--- src/rtl/sr_latch_exerciser.sv ---
// Drives a fixed 16-step En/S/R pattern into a gated SR latch and checks the synchronized Q/Qn
// against a reference model. Define SR_EXERCISER_FAILLOG_EN to add the first-failure log outputs.
module sr_latch_exerciser #(
    parameter int unsigned HOLD_CYCLES = 4,
    parameter int unsigned CNT_W       = 5
) (
    input  logic             clk,
    input  logic             rst_n,
    input  logic             start,
    input  logic             Q,
    input  logic             Qn,
    output logic             En,
    output logic             S,
    output logic             R,
    output logic             busy,
    output logic             done,
    output logic             fail,
    output logic [3:0]       step_idx,
    output logic [CNT_W-1:0] err_cnt
`ifdef SR_EXERCISER_FAILLOG_EN
    ,
    output logic [3:0]       first_fail_idx,
    output logic [1:0]       first_fail_qqn,
    output logic             first_fail_vld
`endif
);

    if (HOLD_CYCLES < 3 || HOLD_CYCLES > 255) begin : gen_bad_hold
        $error("HOLD_CYCLES must be in the range 3..255");
    end

    localparam logic [7:0]       HoldLast = 8'(HOLD_CYCLES - 1);
    localparam logic [CNT_W-1:0] ErrMax   = '1;

    typedef enum logic [1:0] {StIdle, StDrive, StSample, StDone} state_e;

    // {En, S, R} for each step of the pattern.
    function automatic logic [2:0] step_rom(input logic [3:0] idx);
        logic [2:0] v;
        v = 3'b000;
        case (idx)
            4'd0:  v = 3'b010;
            4'd1:  v = 3'b110;
            4'd2:  v = 3'b100;
            4'd3:  v = 3'b101;
            4'd4:  v = 3'b010;
            4'd5:  v = 3'b011;
            4'd6:  v = 3'b100;
            4'd7:  v = 3'b110;
            4'd8:  v = 3'b001;
            4'd9:  v = 3'b000;
            4'd10: v = 3'b111;
            4'd11: v = 3'b100;
            4'd12: v = 3'b101;
            4'd13: v = 3'b100;
            4'd14: v = 3'b110;
            default: v = 3'b000;
        endcase
        return v;
    endfunction

    state_e           state_q, state_d;
    logic [3:0]       step_q, step_d;
    logic [7:0]       hold_q, hold_d;
    logic [CNT_W-1:0] err_q, err_d;
    logic [2:0]       drv_q, drv_d;
    logic             busy_q, busy_d;
    logic             done_q, done_d;
    logic             exp_q, exp_d;
    logic             exp_known_q, exp_known_d;
    logic             q_meta, q_sync, qn_meta, qn_sync;

    logic [2:0]       rom_cur;
    logic             model_exp, model_known, mismatch;

`ifdef SR_EXERCISER_FAILLOG_EN
    logic [3:0] ff_idx_q, ff_idx_d;
    logic [1:0] ff_qqn_q, ff_qqn_d;
    logic       ff_vld_q, ff_vld_d;
`endif

    // Q/Qn come straight from an asynchronous latch.
    always_ff @(posedge clk or negedge rst_n) begin
        if (!rst_n) begin
            q_meta  <= 1'b0;
            q_sync  <= 1'b0;
            qn_meta <= 1'b0;
            qn_sync <= 1'b0;
        end else begin
            q_meta  <= Q;
            q_sync  <= q_meta;
            qn_meta <= Qn;
            qn_sync <= qn_meta;
        end
    end

    // Reference model result for the step currently being driven.
    always_comb begin
        rom_cur     = step_rom(step_q);
        model_exp   = exp_q;
        model_known = exp_known_q;
        if (rom_cur[2]) begin
            case (rom_cur[1:0])
                2'b10: begin
                    model_exp   = 1'b1;
                    model_known = 1'b1;
                end
                2'b01: begin
                    model_exp   = 1'b0;
                    model_known = 1'b1;
                end
                2'b11: model_known = 1'b0;
                default: ;
            endcase
        end
        mismatch = model_known && ((q_sync != model_exp) || (qn_sync != !model_exp));
    end

    always_comb begin
        state_d     = state_q;
        step_d      = step_q;
        hold_d      = hold_q;
        err_d       = err_q;
        drv_d       = drv_q;
        busy_d      = busy_q;
        done_d      = done_q;
        exp_d       = exp_q;
        exp_known_d = exp_known_q;
`ifdef SR_EXERCISER_FAILLOG_EN
        ff_idx_d    = ff_idx_q;
        ff_qqn_d    = ff_qqn_q;
        ff_vld_d    = ff_vld_q;
`endif
        unique case (state_q)
            StIdle, StDone: begin
                if (start) begin
                    state_d     = StDrive;
                    step_d      = 4'd0;
                    hold_d      = 8'd0;
                    err_d       = '0;
                    drv_d       = step_rom(4'd0);
                    busy_d      = 1'b1;
                    done_d      = 1'b0;
                    exp_known_d = 1'b0;
`ifdef SR_EXERCISER_FAILLOG_EN
                    ff_idx_d    = 4'd0;
                    ff_qqn_d    = 2'b00;
                    ff_vld_d    = 1'b0;
`endif
                end
            end
            StDrive: begin
                hold_d = hold_q + 8'd1;
                if (hold_q == HoldLast) begin
                    state_d = StSample;
                    hold_d  = 8'd0;
                end
            end
            StSample: begin
                exp_d       = model_exp;
                exp_known_d = model_known;
                if (mismatch) begin
                    if (err_q != ErrMax) err_d = err_q + 1'b1;
`ifdef SR_EXERCISER_FAILLOG_EN
                    if (!ff_vld_q) begin
                        ff_idx_d = step_q;
                        ff_qqn_d = {q_sync, qn_sync};
                        ff_vld_d = 1'b1;
                    end
`endif
                end
                if (step_q == 4'd15) begin
                    state_d = StDone;
                    busy_d  = 1'b0;
                    done_d  = 1'b1;
                end else begin
                    state_d = StDrive;
                    step_d  = step_q + 4'd1;
                    drv_d   = step_rom(step_q + 4'd1);
                end
            end
            default: state_d = StIdle;
        endcase
    end

    always_ff @(posedge clk or negedge rst_n) begin
        if (!rst_n) begin
            state_q     <= StIdle;
            step_q      <= 4'd0;
            hold_q      <= 8'd0;
            err_q       <= '0;
            drv_q       <= 3'b000;
            busy_q      <= 1'b0;
            done_q      <= 1'b0;
            exp_q       <= 1'b0;
            exp_known_q <= 1'b0;
        end else begin
            state_q     <= state_d;
            step_q      <= step_d;
            hold_q      <= hold_d;
            err_q       <= err_d;
            drv_q       <= drv_d;
            busy_q      <= busy_d;
            done_q      <= done_d;
            exp_q       <= exp_d;
            exp_known_q <= exp_known_d;
        end
    end

`ifdef SR_EXERCISER_FAILLOG_EN
    always_ff @(posedge clk or negedge rst_n) begin
        if (!rst_n) begin
            ff_idx_q <= 4'd0;
            ff_qqn_q <= 2'b00;
            ff_vld_q <= 1'b0;
        end else begin
            ff_idx_q <= ff_idx_d;
            ff_qqn_q <= ff_qqn_d;
            ff_vld_q <= ff_vld_d;
        end
    end

    assign first_fail_idx = ff_idx_q;
    assign first_fail_qqn = ff_qqn_q;
    assign first_fail_vld = ff_vld_q;
`endif

    assign En       = drv_q[2];
    assign S        = drv_q[1];
    assign R        = drv_q[0];
    assign busy     = busy_q;
    assign done     = done_q;
    assign step_idx = step_q;
    assign err_cnt  = err_q;
    assign fail     = (err_q != '0);

endmodule

--- config.mk ---
export PLATFORM = sky130hd
export DESIGN_NAME = sr_latch_exerciser
export DESIGN_NICKNAME = d
export VERILOG_FILES = /design/src/rtl/sr_latch_exerciser.sv
export SDC_FILE = /design/constraint.sdc
export NUM_CORES = 1
export LEC_CHECK = 0
export CAP_MARGIN = 20
export CORE_MARGIN = 4
export CORE_UTILIZATION = 55
export DETAILED_ROUTE_END_ITERATION = 8
export PLACE_DENSITY = 0.78
export SYNTH_ARGS = -nofsm -noshare
export SYNTH_HDL_FRONTEND = slang
export SYNTH_SLANG_ARGS = --single-unit
--- constraint.sdc ---
create_clock -name clk -period 4.7 [get_ports clk]
set_input_delay 0.94 -clock clk [delete_from_list [all_inputs] [get_ports clk]]
set_output_delay 0.94 -clock clk [all_outputs]
set_load 0.005 [all_outputs]
# Word level (Yosys, flattened, before mapping)
# Memories as Yosys holds them, arrays and structs flattened.
# Cells that the tools add are included.
dict set report classes {
  mux 28
  n_reduce_logical 15
  addsub 3
  n_eq_ne 17
}
# op n
set op_table {}
lappend op_table {{$mux W8} 2}
lappend op_table {{$pmux W8 S2} 1}
lappend op_table {{$mux W5} 3}
lappend op_table {{$ne A2 B2 Y1 const B} 6}
lappend op_table {{$pmux W1 S2} 5}
lappend op_table {{$pmux W5 S2} 1}
lappend op_table {{$add A8 B1 Y8 const B} 1}
lappend op_table {{$eq A2 B2 Y1 const B} 4}
lappend op_table {{$eq A8 B2 Y1 const B} 1}
lappend op_table {{$mux W4} 2}
lappend op_table {{$pmux W4 S2} 1}
lappend op_table {{$mux W1} 6}
lappend op_table {{$mux W2} 3}
lappend op_table {{$mux W3} 2}
lappend op_table {{$pmux W2 S3} 1}
lappend op_table {{$pmux W3 S2} 1}
lappend op_table {{$reduce_and A2 Y1} 3}
lappend op_table {{$reduce_and A3 Y1} 2}
lappend op_table {{$add A5 B1 Y5 const B} 1}
lappend op_table {{$ne A5 B5 Y1 const B} 1}
lappend op_table {{$reduce_bool A5 Y1} 1}
lappend op_table {{$add A4 B1 Y4 const B} 1}
lappend op_table {{$eq A2 B1 Y1 const B} 2}
lappend op_table {{$eq A4 B4 Y1 const B} 1}
lappend op_table {{8 further kinds} 11}
dict set report totals {
  out_inout_bits 15
  wordCells 78
  ff_bits 30
  memories 2
  rom_bits 96
  in_bits 5
}
# memory depth word_bits read_ports rd_clocked_by_memory_dff wr line_no
set memory_table {}
lappend memory_table {{(name not given)} 16 3 1 0 0 41} ;# case (idx)
lappend memory_table {{(name not given)} 16 3 1 0 0 41}

# Longest topological paths before layout
# Gate-level depths: netlist of the first run.
# An unclocked memory read counts as a cell.
dict set report logic_depth {
  ltp_word 10
  mapped_depth 11
  mapped_depth_nobuf 11
}

# Worst setup path after synthesis of the first run
# No wires, ideal clock.
dict set report synth_path {
  path_kind {register -> register}
  start {register step_q[0], in the netlist step_idx[0]}
  end {register err_q[2], in the netlist err_cnt[2]}
  period_less_slack_ps 2792
  path_stages_with_launch 11
  path_slack_ps 1908
  arrival_ps 2665
  cell_sequence {dfrtp_1 ha_1 clkbuf_1 mux4_2 inv_1 ha_1 nor4_1 a211oi_1 nor2_1 nand4_1 mux2i_1}
}
dict set report synth_via {
  elab_chain_cells 10
  elab_cells_between_ends 16
}
# element line_no
set synth_lines {}
lappend synth_lines {{start: declaration} 63} ;# logic [3:0] step_q, step_d;
lappend synth_lines {{start signal: assignment} 199} ;# step_q <= step_d;
lappend synth_lines {{$mem_v2 Z16 W3 *} n/a}
lappend synth_lines {{$eq A2 B1 Y1 / $eq A2 B2 Y1 (equally long branches)} 103} ;# case (rom_cur[1:0])
lappend synth_lines {{$pmux W1 S2} 103}
lappend synth_lines {{$mux W1} 102} ;# if (rom_cur[2]) begin
lappend synth_lines {{$logic_not A1 Y1} 116} ;# mismatch = model_known && ((q_sync != model_exp) || (qn_sync != !model_exp));
lappend synth_lines {{$ne A1 B1 Y1} 116}
lappend synth_lines {{$logic_or A1 B1 Y1} 116}
lappend synth_lines {{$logic_and A1 B1 Y1 *} 116}
lappend synth_lines {{$ne A2 B2 Y1 (no source line) *} n/a}
lappend synth_lines {{$reduce_and A4 Y1 (no source line) *} n/a}
lappend synth_lines {{end signal: assignment} 201} ;# err_q <= err_d;
lappend synth_lines {{end: declaration} 65} ;# logic [CNT_W-1:0] err_q, err_d;
# Every way passes the cells marked *; elsewhere a longest branch is shown, timed or not.
# A chain may end at the register's enable or synchronous reset.

# Worst setup path in the final report of the first run
# Ends and elaborated chain as after synthesis.

==> impl_metrics.yaml, run 1 <==
outcome:
  status: "completed"
sta:
  timing_hold_violations_final: 0
  finalCriticalPeriod_ns: 3.15
  rsz0062_at_grt: "no"
  skew_ns: 0.00809
  final_max_slew_viol_count: 0
  setup-violations-final: 0
  slew_headroom_pct: 49.1
  max_freq_mhz: 317
  fin_tns_setup_ns: 0
  worst_pin_slew_ns: 0.743
  min_period_over_period_pct: 67.1
floorplan:
  initial_core_util_pct: 57.6
  die_y_um: 67.3
  core_area_sq_mm: 0.00336
  design.die.area_sq_mm: 0.00453
  die_x_um: 67.3
  io_pins: 20
  rows: 21
finish:
  syn2layout_area_growth_pct: 14.7
  nNetsFinal: 251
  fillers: 294
  drive_gt1_share_pct: 8.70
  finalNonFillerCells: 276
  final_util_pct: 66.1
  multi_input_area_sq_mm: 0.00112
  seq_area_sq_um: 751
  diodes: 0
synthesis:
  synth_edf_count: 0
  syn-cell-area_sq_mm: 0.00194
  ys_seq_area_share_pct: 38.8
  async_reset_ff_share_pct: 100
  postSynthCellCount: 209
  synth_ff_type: "dfrtp_1"
  synth.net_count: 231
  synth.area.top_cells: "dfrtp_1 (39%), ha_1 (11%), nand2_1 (4.8%), o21ai_0 (3.9%), a21oi_1 (3.1%)"
  synth_top_cell_by_area: "dfrtp_1"
  avgSynthCellArea_sq_um: 9.27
  synth.top_cell.area_share_pct: 38.8
  yosysWarningCount: 0
  synth.ff_latch_count: 30
  ys_types: 44
setup_path:
  end_kind: "flip-flop"
  crit_chain: "inv_1, ha_1, mux4_2, inv_1, ha_1, nor4_1, a211oi_1, nor2_1, nand4_1, mux2i_1"
  worstPathArrival_ns: 3.39
  path_max_fanout: 11
  worst-setup-path-type: "flip-flop to flip-flop"
  startpoint_type: "flip-flop"
  slowest_delay_ns: 0.56
  crit_slowest_cell: "dfrtp_1"
  path_delay_family: "simple AND/OR/NAND/NOR gates"
  required_ns: 4.94
  cp_num_buf_inv: 2
cts:
  clk_pin_slew_ns: 0.10
  postCtsHoldBufs: 0
  cts_tree: "built"
  cts_resized: 0
  cts.sinks: 30
  clockBufferDepth: 2
  post_cts_buffers: 0
  worstSkewPairLatency_ns: 0.35
  cts_made_buffers: 5
  cts-root-buf: "clkbuf_4"
  htree_levels: 2
power_and_ir_drop:
  total_power_w: 0.00107
  p_leak_nw: 1.00
  vdd_ir_drop_max_v: 0.000308
  power.density_mw_per_mm2: 482
global_routing:
  grt_overflow: 0
  antenna_found_initial: 0
  grt_pass1_wl_mm: 6.97
  grt_usage_pct: 20.5
  grt_max_degree: 25
  grt_pass1_vias: 1535
placed_design:
  portBuffers: 19
  dpl.cell_count: 268
  place_congestion: 0.801
  dp_hpwl_mm: 2.94
job:
  cap_viol_max_count: 0
drt:
  finalWirelength_mm: 4.05
  wl_per_cell_um: 14.7
  first_iter_violations: 120
  vias: 1601
  avgViaCountPerCell: 5.80
  drc_errors: 0
  first_pass_iters: 4
  ant_nets: 0
hold_path:
  hp-class: "flip-flop to flip-flop"
through the flow:
step	hold slack, ns	area [sq um]	setup WS (ns)
6_report	0.363	2220	1.55
2_1_floorplan	0.331	1940	1.91
3_3_place_gp	0.345	2160	1.74
3_5_place_dp	0.336	2160	1.59
5_1_grt	0.372	2220	1.25
4_1_cts	0.366	2220	1.57
synth_stat cells, types with 4 or more instances:
cell type	count
xor2_1	4
and3_1	5
nor2_1	15
nor2b_1	6
ha_1	17
dfrtp_1	30
a21o_1	4
o21ai_0	15
mux2i_1	4
clkbuf_1	6
a21oi_1	12
nand2_1	25
inv_1	10
nand3_1	11
sequential cells by signal, summed over array words and instances (netlist names), 2 cells and up:
register,cells
hold_q,8
step_idx,4
state_q,2
err_cnt,5
drv_q,3
area by class of cell:
| type | count | share of cell area (%) |
|---|---|---|
| tap | 46 | 2.59 |
| clock inverter | 1 | 0.225 |
| inverter | 10 | 1.69 |
| clock buffer | 7 | 2.48 |
| timing repair buffer | 20 | 8.90 |
| sequential | 30 | 33.8 |
| multi-input combinational | 162 | 50.3 |
kinds of logic after synthesis:
kind of cell	share of synthesized area (%)
simple gates	21.9
compound gates	17.3
flops	38.8
buf+inv	3.49
fa+ha+maj	11.0
xor+xnor	3.17
mux	4.39
cell usage in the layout (no fill, tap or decap), types with 2 or more instances in the layout:
cell type,Yosys,final
dfrtp_1,30,30
nand2_1,25,25
clkdlybuf4s50_1,0,19
ha_1,17,17
nor2_1,15,15
o21ai_0,15,15
a21oi_1,12,12
nand3_1,11,11
inv_1,10,10
nor2b_1,6,6
and3_1,5,5
clkbuf_4,0,5
a21o_1,4,4
mux2i_1,4,4
xor2_1,4,4
or2_2,3,3
nor3_1,3,3
xnor2_1,3,3
a22o_1,3,3
a211oi_1,2,2
mux2_2,2,2
nand2b_1,2,2
or3b_2,2,2
nand4_1,2,2
o211ai_1,2,2
nor3b_1,2,2
routing by layer:
layer / track usage, % / share of wire (%) / routed length, um / vias up
met1: 24.5 / 44 / 1780 / 775
li1: - / - / - / 781
met5: 0 / 0 / 0 / -
met4: 9.11 / 2.2 / 88 / 0
met2: 32.9 / 49 / 1980 / 35
met3: 7.49 / 4.9 / 198 / 10
final timing paths:
kind	start	to	slack, ns	depth (start not counted)
setup / recovery	step_idx[0]	err_cnt[2]	1.55	10
hold / removal	qn_meta	qn_sync	0.36	0
setup reg to reg	step_idx[0]	err_cnt[2]	1.55	10
hold reg to reg	qn_meta	qn_sync	0.36	0
max in group asynchronous	rst_n	drv_q[1]	3.27	2
min in group asynchronous	rst_n	err_cnt[4]	0.83	1
worst register-to-register path, delay by kind of cell, from the launching register on:
family	cells	cell delay [ns]
DFF	1	0.56
muxes	2	0.61
AOI/OAI and AO/OA	1	0.10
and+or+nand+nor	3	1.00
buffers and inverters	2	0.27
adders and majority gates	2	0.51
power by group:
group	switching [W]	internal, W	leakage, nW	total, W
Clock	0.0000904	0.0000723	0.0353	0.000163
Combinational	0.000325	0.000235	0.577	0.000559
Sequential	0.0000499	0.000299	0.389	0.000349
Note: power is estimated with default switching activity, not from simulation.
==> run 2: changes to the inputs <==
--- a/config.mk
+++ b/config.mk
@@ -7,9 +7,9 @@
 export LEC_CHECK = 0
 export CAP_MARGIN = 20
 export CORE_MARGIN = 4
-export CORE_UTILIZATION = 55
+export CORE_UTILIZATION = 51
 export DETAILED_ROUTE_END_ITERATION = 8
-export PLACE_DENSITY = 0.78
+export PLACE_DENSITY = 0.76
 export SYNTH_ARGS = -nofsm -noshare
 export SYNTH_HDL_FRONTEND = slang
 export SYNTH_SLANG_ARGS = --single-unit
==> constraint.sdc (replaced) <==
create_clock -name clk -period 2.7 [get_ports clk]
set_input_delay 0.54 -clock clk [delete_from_list [all_inputs] [get_ports clk]]
set_output_delay 0.54 -clock clk [all_outputs]
set_load 0.005 [all_outputs]
==> run 2 against run 1 <==
  * Cell count rose by 6.2%
  * Die area rose by 6.9%
  * Count of clock-buffer cells in the layout fell by 2
  * Sequential share of layout area fell by 3.4 points
  * Largest power group unchanged
  * Sequential power rose by 68%
  * Critical path depth did not move
  * First-iteration DRC count fell by 18%
  * Combinational power rose by 120%
  * Sequential cell count did not move
  * Wire length rose by 6.3%
  * Power rose by 110%
  * Via count rose by 3.3%
==> impl_metrics.yaml, run 2 (same netlist as run 1, synthesis figures left out) <==
outcome:
  status: "completed"
finish:
  final_common_cell: "dfrtp_1"
  drive_gt1_share_pct: 20.4
  fillers: 276
  nNetsFinal: 266
  finalNonFillerCells: 293
  top_register: "hold_q"
  postLayoutCellArea_sq_mm: 0.00247
  layout_common_cells: "dfrtp_1 (30), nand2_1 (25), clkdlybuf4s50_1 (19), o21ai_0 (15), buf_4 (15)"
  syn2layout_area_growth_pct: 27.5
  largest_register_ff_count: 8
  diodes: 0
  final_util_pct: 67.4
setup_path:
  r2r-end: "err_cnt[0]"
  required_ns: 2.91
  worst-setup-path-type: "flip-flop to flip-flop"
  path_max_fanout: 7
  r2r_start: "step_idx[1]"
  r2r_cells: 10
  end_kind: "flip-flop"
  startpoint_type: "flip-flop"
  worstPathArrival_ns: 2.85
  r2r_slack_ns: 0.06
floorplan:
  rows: 22
  die_x_um: 69.6
  die_y_um: 69.6
  design.die.area_sq_mm: 0.00485
  initial_core_util_pct: 52.9
  io_pins: 20
  core_area_sq_mm: 0.00366
cts:
  cts_tree: "built"
  cts_made_buffers: 5
  cts.sinks: 30
  clk_pin_slew_ns: 0.07
  worstSkewPairLatency_ns: 0.29
  postCtsHoldBufs: 0
  cts-root-buf: "clkbuf_8"
  htree_levels: 2
  clockBufferDepth: 2
job:
  cap_viol_max_count: 0
drt:
  wl_per_cell_um: 14.7
  first_pass_iters: 4
  first_iter_violations: 99
  ant_nets: 0
  finalWirelength_mm: 4.31
  avgViaCountPerCell: 5.65
  drc_errors: 0
  vias: 1654
global_routing:
  grt_usage_pct: 18.2
  grt_max_degree: 31
  antenna_found_initial: 0
  grt_pass1_wl_mm: 7.18
  grt_pass1_vias: 1614
  grt_overflow: 0
placed_design:
  dp_hpwl_mm: 2.90
  place_congestion: 0.791
  dpl.cell_count: 280
  placed_area_sq_mm: 0.00225
  portBuffers: 19
sta:
  max_freq_mhz: 379
  timing_hold_violations_final: 0
  fin_tns_setup_ns: 0
  min_period_over_period_pct: 97.8
  worst_pin_slew_ns: 0.397
  setup-violations-final: 0
  finalCriticalPeriod_ns: 2.64
  skew_ns: 0.00766
  final_max_slew_viol_count: 0
  slew_headroom_pct: 73.2
  rsz0062_at_grt: "yes"
power_and_ir_drop:
  total_power_w: 0.00226
  vdd_ir_drop_max_v: 0.000575
  power.density_mw_per_mm2: 916
  p_leak_nw: 1.10
hold_path:
  hp-start: "qn_meta"
  min_to: "qn_sync"
  min_path_cells: 0
  hp-class: "flip-flop to flip-flop"
[run 2: changes by cell type in the layout (fill, tap and decap cells not counted), moves of 4 or more]
cell | before | now
inv_2 | 0 | 4
clkbuf_4 | 5 | 0
clkbuf_8 | 1 | 5
inv_1 | 10 | 6
ha_1 | 17 | 13
buf_4 | 1 | 15
[run 2: stage by stage]
| step | setup WS (ns) | hold WS (ns) |
|---|---|---|
| after detailed placement | -0.00292 | 0.337 |
| after floorplan | 0.0163 | 0.244 |
| after CTS | 0.0108 | 0.351 |
| after global routing | -0.0400 | 0.366 |
| final | 0.0604 | 0.349 |
| after global placement | 0.0706 | 0.332 |
[run 2: worst max path at each step]
stage / from / to / slack, ns / cells past startpoint
after detailed placement: step_idx[1] / err_cnt[0] / -0.003 / 10
after CTS: step_idx[0] / err_cnt[1] / 0.01 / 11
after floorplan: step_idx[0] / err_cnt[2] / 0.02 / 10
after global routing: step_idx[1] / err_cnt[2] / -0.04 / 11
final: step_idx[1] / err_cnt[0] / 0.06 / 10
after global placement: step_idx[1] / err_cnt[0] / 0.07 / 10
[run 2: area by class of cell]
cell class,instances,area [sq um],share of cell area [%]
tap,48,60.1,2.43
timing repair buffer,35,314,12.7
multi-input combinational,162,1200,48.5
inverter,10,37.5,1.52
clock inverter,3,40.0,1.62
sequential,30,751,30.4
clock buffer,5,68.8,2.79
[run 2: routing by layer]
metal	global-route usage, %	share of wire (%)	up-vias
met5	0	0	-
met4	5.74	1.7	0
met3	4.93	5.6	10
met2	31.1	47	45
met1	22.2	45	787
li1	-	-	812
[run 2: worst max-delay path, stage by stage (launching register included)]
cell and delay (ns):
dfrtp_1 0.43, buf_4 0.16, ha_1 0.20, mux4_2 0.46
inv_2 0.12, ha_4 0.23, and4bb_2 0.35, a2bb2oi_2 0.19
nor2_4 0.07, a41o_1 0.24, a21oi_1 0.12
[run 2: repair_timing]
action,CTS,global route
setup endpoints to repair,4,6
buffers inserted,2,3
gates resized for setup,2,15
pin swaps,2,8
[run 2: where the power goes]
part	total (W)	leakage [nW]	internal (W)	switching, W
registers	0.000588	0.389	0.000521	0.0000666
clock network	0.000447	0.0579	0.000271	0.000176
logic	0.00123	0.657	0.000576	0.000650
total	0.00226	1.10	0.00137	0.000892
==> variant 1, RTL diff (flow settings as in run 2) <==
`hold_q` no longer has a reset.
--- a/src/rtl/sr_latch_exerciser.sv
+++ b/src/rtl/sr_latch_exerciser.sv
@@ -187,7 +187,6 @@
         if (!rst_n) begin
             state_q     <= StIdle;
             step_q      <= 4'd0;
-            hold_q      <= 8'd0;
             err_q       <= '0;
             drv_q       <= 3'b000;
             busy_q      <= 1'b0;
@@ -197,7 +196,6 @@
         end else begin
             state_q     <= state_d;
             step_q      <= step_d;
-            hold_q      <= hold_d;
             err_q       <= err_d;
             drv_q       <= drv_d;
             busy_q      <= busy_d;
@@ -205,6 +203,10 @@
             exp_q       <= exp_d;
             exp_known_q <= exp_known_d;
         end
+    end
+
+    always_ff @(posedge clk) begin
+        hold_q <= hold_d;
     end
 
 `ifdef SR_EXERCISER_FAILLOG_EN
Function: no difference found for any inputs over 10 cycles, from zero or initial values and one cycle with rst_n low; that may be too few to reach the edited logic, so the function may still have changed.
==> variant 1 against run 2 <==
  * Routed wire length shrank 2.6%
  * Setup slack lost 0.035 ns
  * Synthesized area grew 3.1%
  * Sequential cell count is the same
  * Final area shrank 0.41%
Power is not compared: it rests on default switching activity, and its combinational part moved more than twofold at a synthesized area within 25%.
==> variant 1: results (changes against run 2) <==
grt_usage_pct: 18.3  # was 18.2%
nMultiInputCombCells: 161  # was 162
ff_latch_area_um2: 793  # was 751 um^2
n_all_inverters: 11  # was 10
grt_pass1_vias: 1575  # was 1614
post_cts_buffers: 0  # was 2
skew_ns: 0.0100  # was 0.00766 ns
place_congestion: 0.827  # was 0.791
crit_path_end: "err_cnt[2]"  # was err_cnt[0]
rrSetupSlack_ns: 0.03  # was 0.06 ns
status: "complete, no violations"  # unchanged
final_design_area_no_fill_um2: 2460  # was 2470 um^2
period_share_pct: 99.0  # was 97.8%
dpl.cell_count: 283  # was 280
worst-endpoint-arrival_ns: 2.83  # was 2.85 ns
synth-seq-area-share_pct: 39.6  # was 38.8%
pre_cts_slack_ns: -0.0318  # was -0.00292 ns
whs_ns: 0.353  # was 0.349 ns
synth_area_leaders: "dfrtp_1 (28%), edfxtp_1 (12%), ha_1 (11%)"  # was dfrtp_1 (39%), ha_1 (11%), nand2_1 (4.8%)
synth_edf_count: 8  # was 0
synth_cell_types: 45  # was 44
syn-num-nets: 233  # was 231
async_reset_ff_share_pct: 73.3  # was 100%
avgViaCountPerCell: 5.53  # was 5.65
non_clock_buffer_area_share_pct: 13.0  # was 12.7%
syn-mean-instance-area_um2: 9.46  # was 9.27 um^2
drive_gt1_share_pct: 20.7  # was 20.4%
clkbuf_count: 6  # was 5
num-fill-cells: 287  # was 276
finalPower_uw: 826
max-slew-margin-rel_pct: 62.8  # was 73.2%
crit_family: "simple AND/OR/NAND/NOR gates"  # was compound AO/OA/AOI/OAI gates
grt_pass1_wl_mm: 7.43  # was 7.18 mm
nets: 267  # was 266
buffers: 36  # was 35
grt_max_degree: 14  # was 31
stdcell_count: 294  # was 293
clkCellAreaFrac_pct: 3.31  # was 4.41%
synth_common_cells: "nor2_1 (23), dfrtp_1 (22), nand2_1 (20), ha_1 (17), a21oi_1 (13)"  # was dfrtp_1 (30), nand2_1 (25), ha_1 (17), nor2_1 (15), o21ai_0 (15)
multi_input_area_um2: 1160  # was 1200 um^2
min_from: "q_meta"  # was qn_meta
diodes: 0  # unchanged
dp_hpwl_mm: 3.02  # was 2.90 mm
wire_per_inst_um: 14.3  # was 14.7 um
ctsResizeCount: 4  # was 2
==> variant 1: changes by cell type in the layout (fill, tap and decap cells not counted), moves of 3 or more <==
cell / run 2 / this run
edfxtp_1: 0 / 8
nand2_1: 25 / 20
nor2_1: 14 / 22
nand3b_1: 0 / 4
or2_2: 3 / 0
nor2b_1: 6 / 1
o21ai_0: 15 / 12
mux2i_1: 4 / 1
dfrtp_1: 30 / 20
ha_2: 1 / 4
o21ai_1: 0 / 3
==> variant 1: per-layer routing <==
metal	GRT usage (%)	routed length, um	vias to the layer above
met5	0	0	-
met4	5.64	47	0
met3	4.55	157	6
met2	27.7	1930	28
met1	25.9	2060	775
li1	-	-	817
==> variant 1: kinds of logic (layout without fill, tap and decap cells) <==
logic type                 count (synthesis)  in the layout  synth area share (%)
muxes                                      6              6                  3.82
xor gates and xnor gates                   8              8                  3.51
DFF                                       30             30                  39.6
and+or+nand+nor                           85             85                  24.2
buffers and inverters                     20             55                  4.70
adders and majority gates                 17             17                  10.7
AOI/OAI and AO/OA                         45             45                  13.5
==> variant 2, RTL diff (config.mk and constraints of run 2) <==
Without the edit above. The parameter `CNT_W` goes from 5 to 7.
--- a/src/rtl/sr_latch_exerciser.sv
+++ b/src/rtl/sr_latch_exerciser.sv
@@ -2,7 +2,7 @@
 // against a reference model. Define SR_EXERCISER_FAILLOG_EN to add the first-failure log outputs.
 module sr_latch_exerciser #(
     parameter int unsigned HOLD_CYCLES = 4,
-    parameter int unsigned CNT_W       = 5
+    parameter int unsigned CNT_W       = 7
 ) (
     input  logic             clk,
     input  logic             rst_n,
Ports: changed (resized err_cnt); port bits go from 20 to 22. The function was not compared with the original's and may differ.
==> variant 2 against run 2 <==
  * The run now ends with negative setup slack left
  * Routed wire length is 5.2% higher
  * Die area grew 4.0%
  * Utilization increased by 5.8 points
  * Setup slack worse by 0.31 ns
  * Synthesized area rose by 4.5%
  * Count of clock-buffer cells in the layout unchanged
  * Clock skew decreased by 0.0044 ns
  * Final area is 11% higher
  * Synthesized cell count is 4.3% higher
  * Sequential cell count grew 2
  * Critical path type unchanged
Power is not compared: it rests on default switching activity, and its combinational part moved more than twofold at a synthesized area within 25%.
==> variant 2: results (changes against run 2) <==
violations: "negative setup slack"
synth_compound_area_share_pct: 18.4  # was 17.3%
worst-endpoint-arrival_ns: 3.11  # was 2.85 ns
syn-mean-instance-area_um2: 9.29  # was 9.27 um^2
crit_family: "simple AND/OR/NAND/NOR gates"  # was compound AO/OA/AOI/OAI gates
setup_tns_ns: -1.57  # was 0 ns
multi_input_area_um2: 1240  # was 1200 um^2
synth-xor-area-share_pct: 1.30  # was 3.17%
synth_area_leaders: "dfrtp_1 (40%), ha_1 (9.9%), o21ai_0 (5.9%)"  # was dfrtp_1 (39%), ha_1 (11%), nand2_1 (4.8%)
synth-seq-area-share_pct: 39.6  # was 38.8%
post_cts_buffers: 5  # was 2
buffers: 54  # was 35
grt_pass1_wl_mm: 7.77  # was 7.18 mm
fin_ws_ns: -0.254  # was 0.0604 ns
port-buffer-count: 21  # was 19
status: "finished, violations left"  # was complete, no violations
stdcell_count: 319  # was 293
num-fill-cells: 278  # was 276
setup_viol: 7  # was 0
grt_pass1_vias: 1708  # was 1614
placed_area_um2: 2510  # was 2250 um^2
wire_per_inst_um: 14.2  # was 14.7 um
first_iter_violations: 76  # was 99
synth_common_cells: "dfrtp_1 (32), o21ai_0 (24), nand2_1 (18), ha_1 (16), inv_1 (15)"  # was dfrtp_1 (30), nand2_1 (25), ha_1 (17), nor2_1 (15), o21ai_0 (15)
pre_cts_slack_ns: -0.225  # was -0.00292 ns
max_stage_delay_ns: 0.43  # was 0.46 ns
coreArea_um2: 3740  # was 3660 um^2
vias: 1751  # was 1654
n_all_inverters: 15  # was 10
grt_max_degree: 33  # was 31
nets: 291  # was 266
crit_slowest_cell: "dfrtp_2"  # was mux4_2
synthAdderAreaFrac_pct: 9.89  # was 11.0%
drive_gt1_share_pct: 25.8  # was 20.4%
synthMuxAreaShare_pct: 5.93  # was 4.39%
grt_usage_pct: 19.1  # was 18.2%
worst_pin_slew_ns: 0.545  # was 0.397 ns
-- variant 2: changes by cell type after synthesis, moves of 3 or more --
cell / run 2 / this run
nand2_1: 25 / 18
o31ai_1: 1 / 7
o21ai_0: 15 / 24
inv_1: 10 / 15
or3_1: 0 / 3
nor2_1: 15 / 12
-- variant 2: routing by layer --
metal / vias up / wire length (um) / GRT usage, %
met5: - / 0 / 0
met4: 0 / 55 / 5.43
met3: 6 / 187 / 3.84
met2: 35 / 2160 / 30.6
met1: 825 / 2130 / 26.3
li1: 885 / - / -
-- variant 2: path summary, 6_finish.rpt --
check,slack [ns],endpoint,cells after the start,from
min in group asynchronous,0.65,hold_q[4],2,rst_n
min reg2reg,0.36,q_sync,0,q_meta
max in group asynchronous,1.74,step_idx[0],2,rst_n
min,0.36,q_sync,0,q_meta
max reg2reg,-0.25,err_cnt[0],13,step_idx[1]
max,-0.25,err_cnt[0],13,step_idx[1]
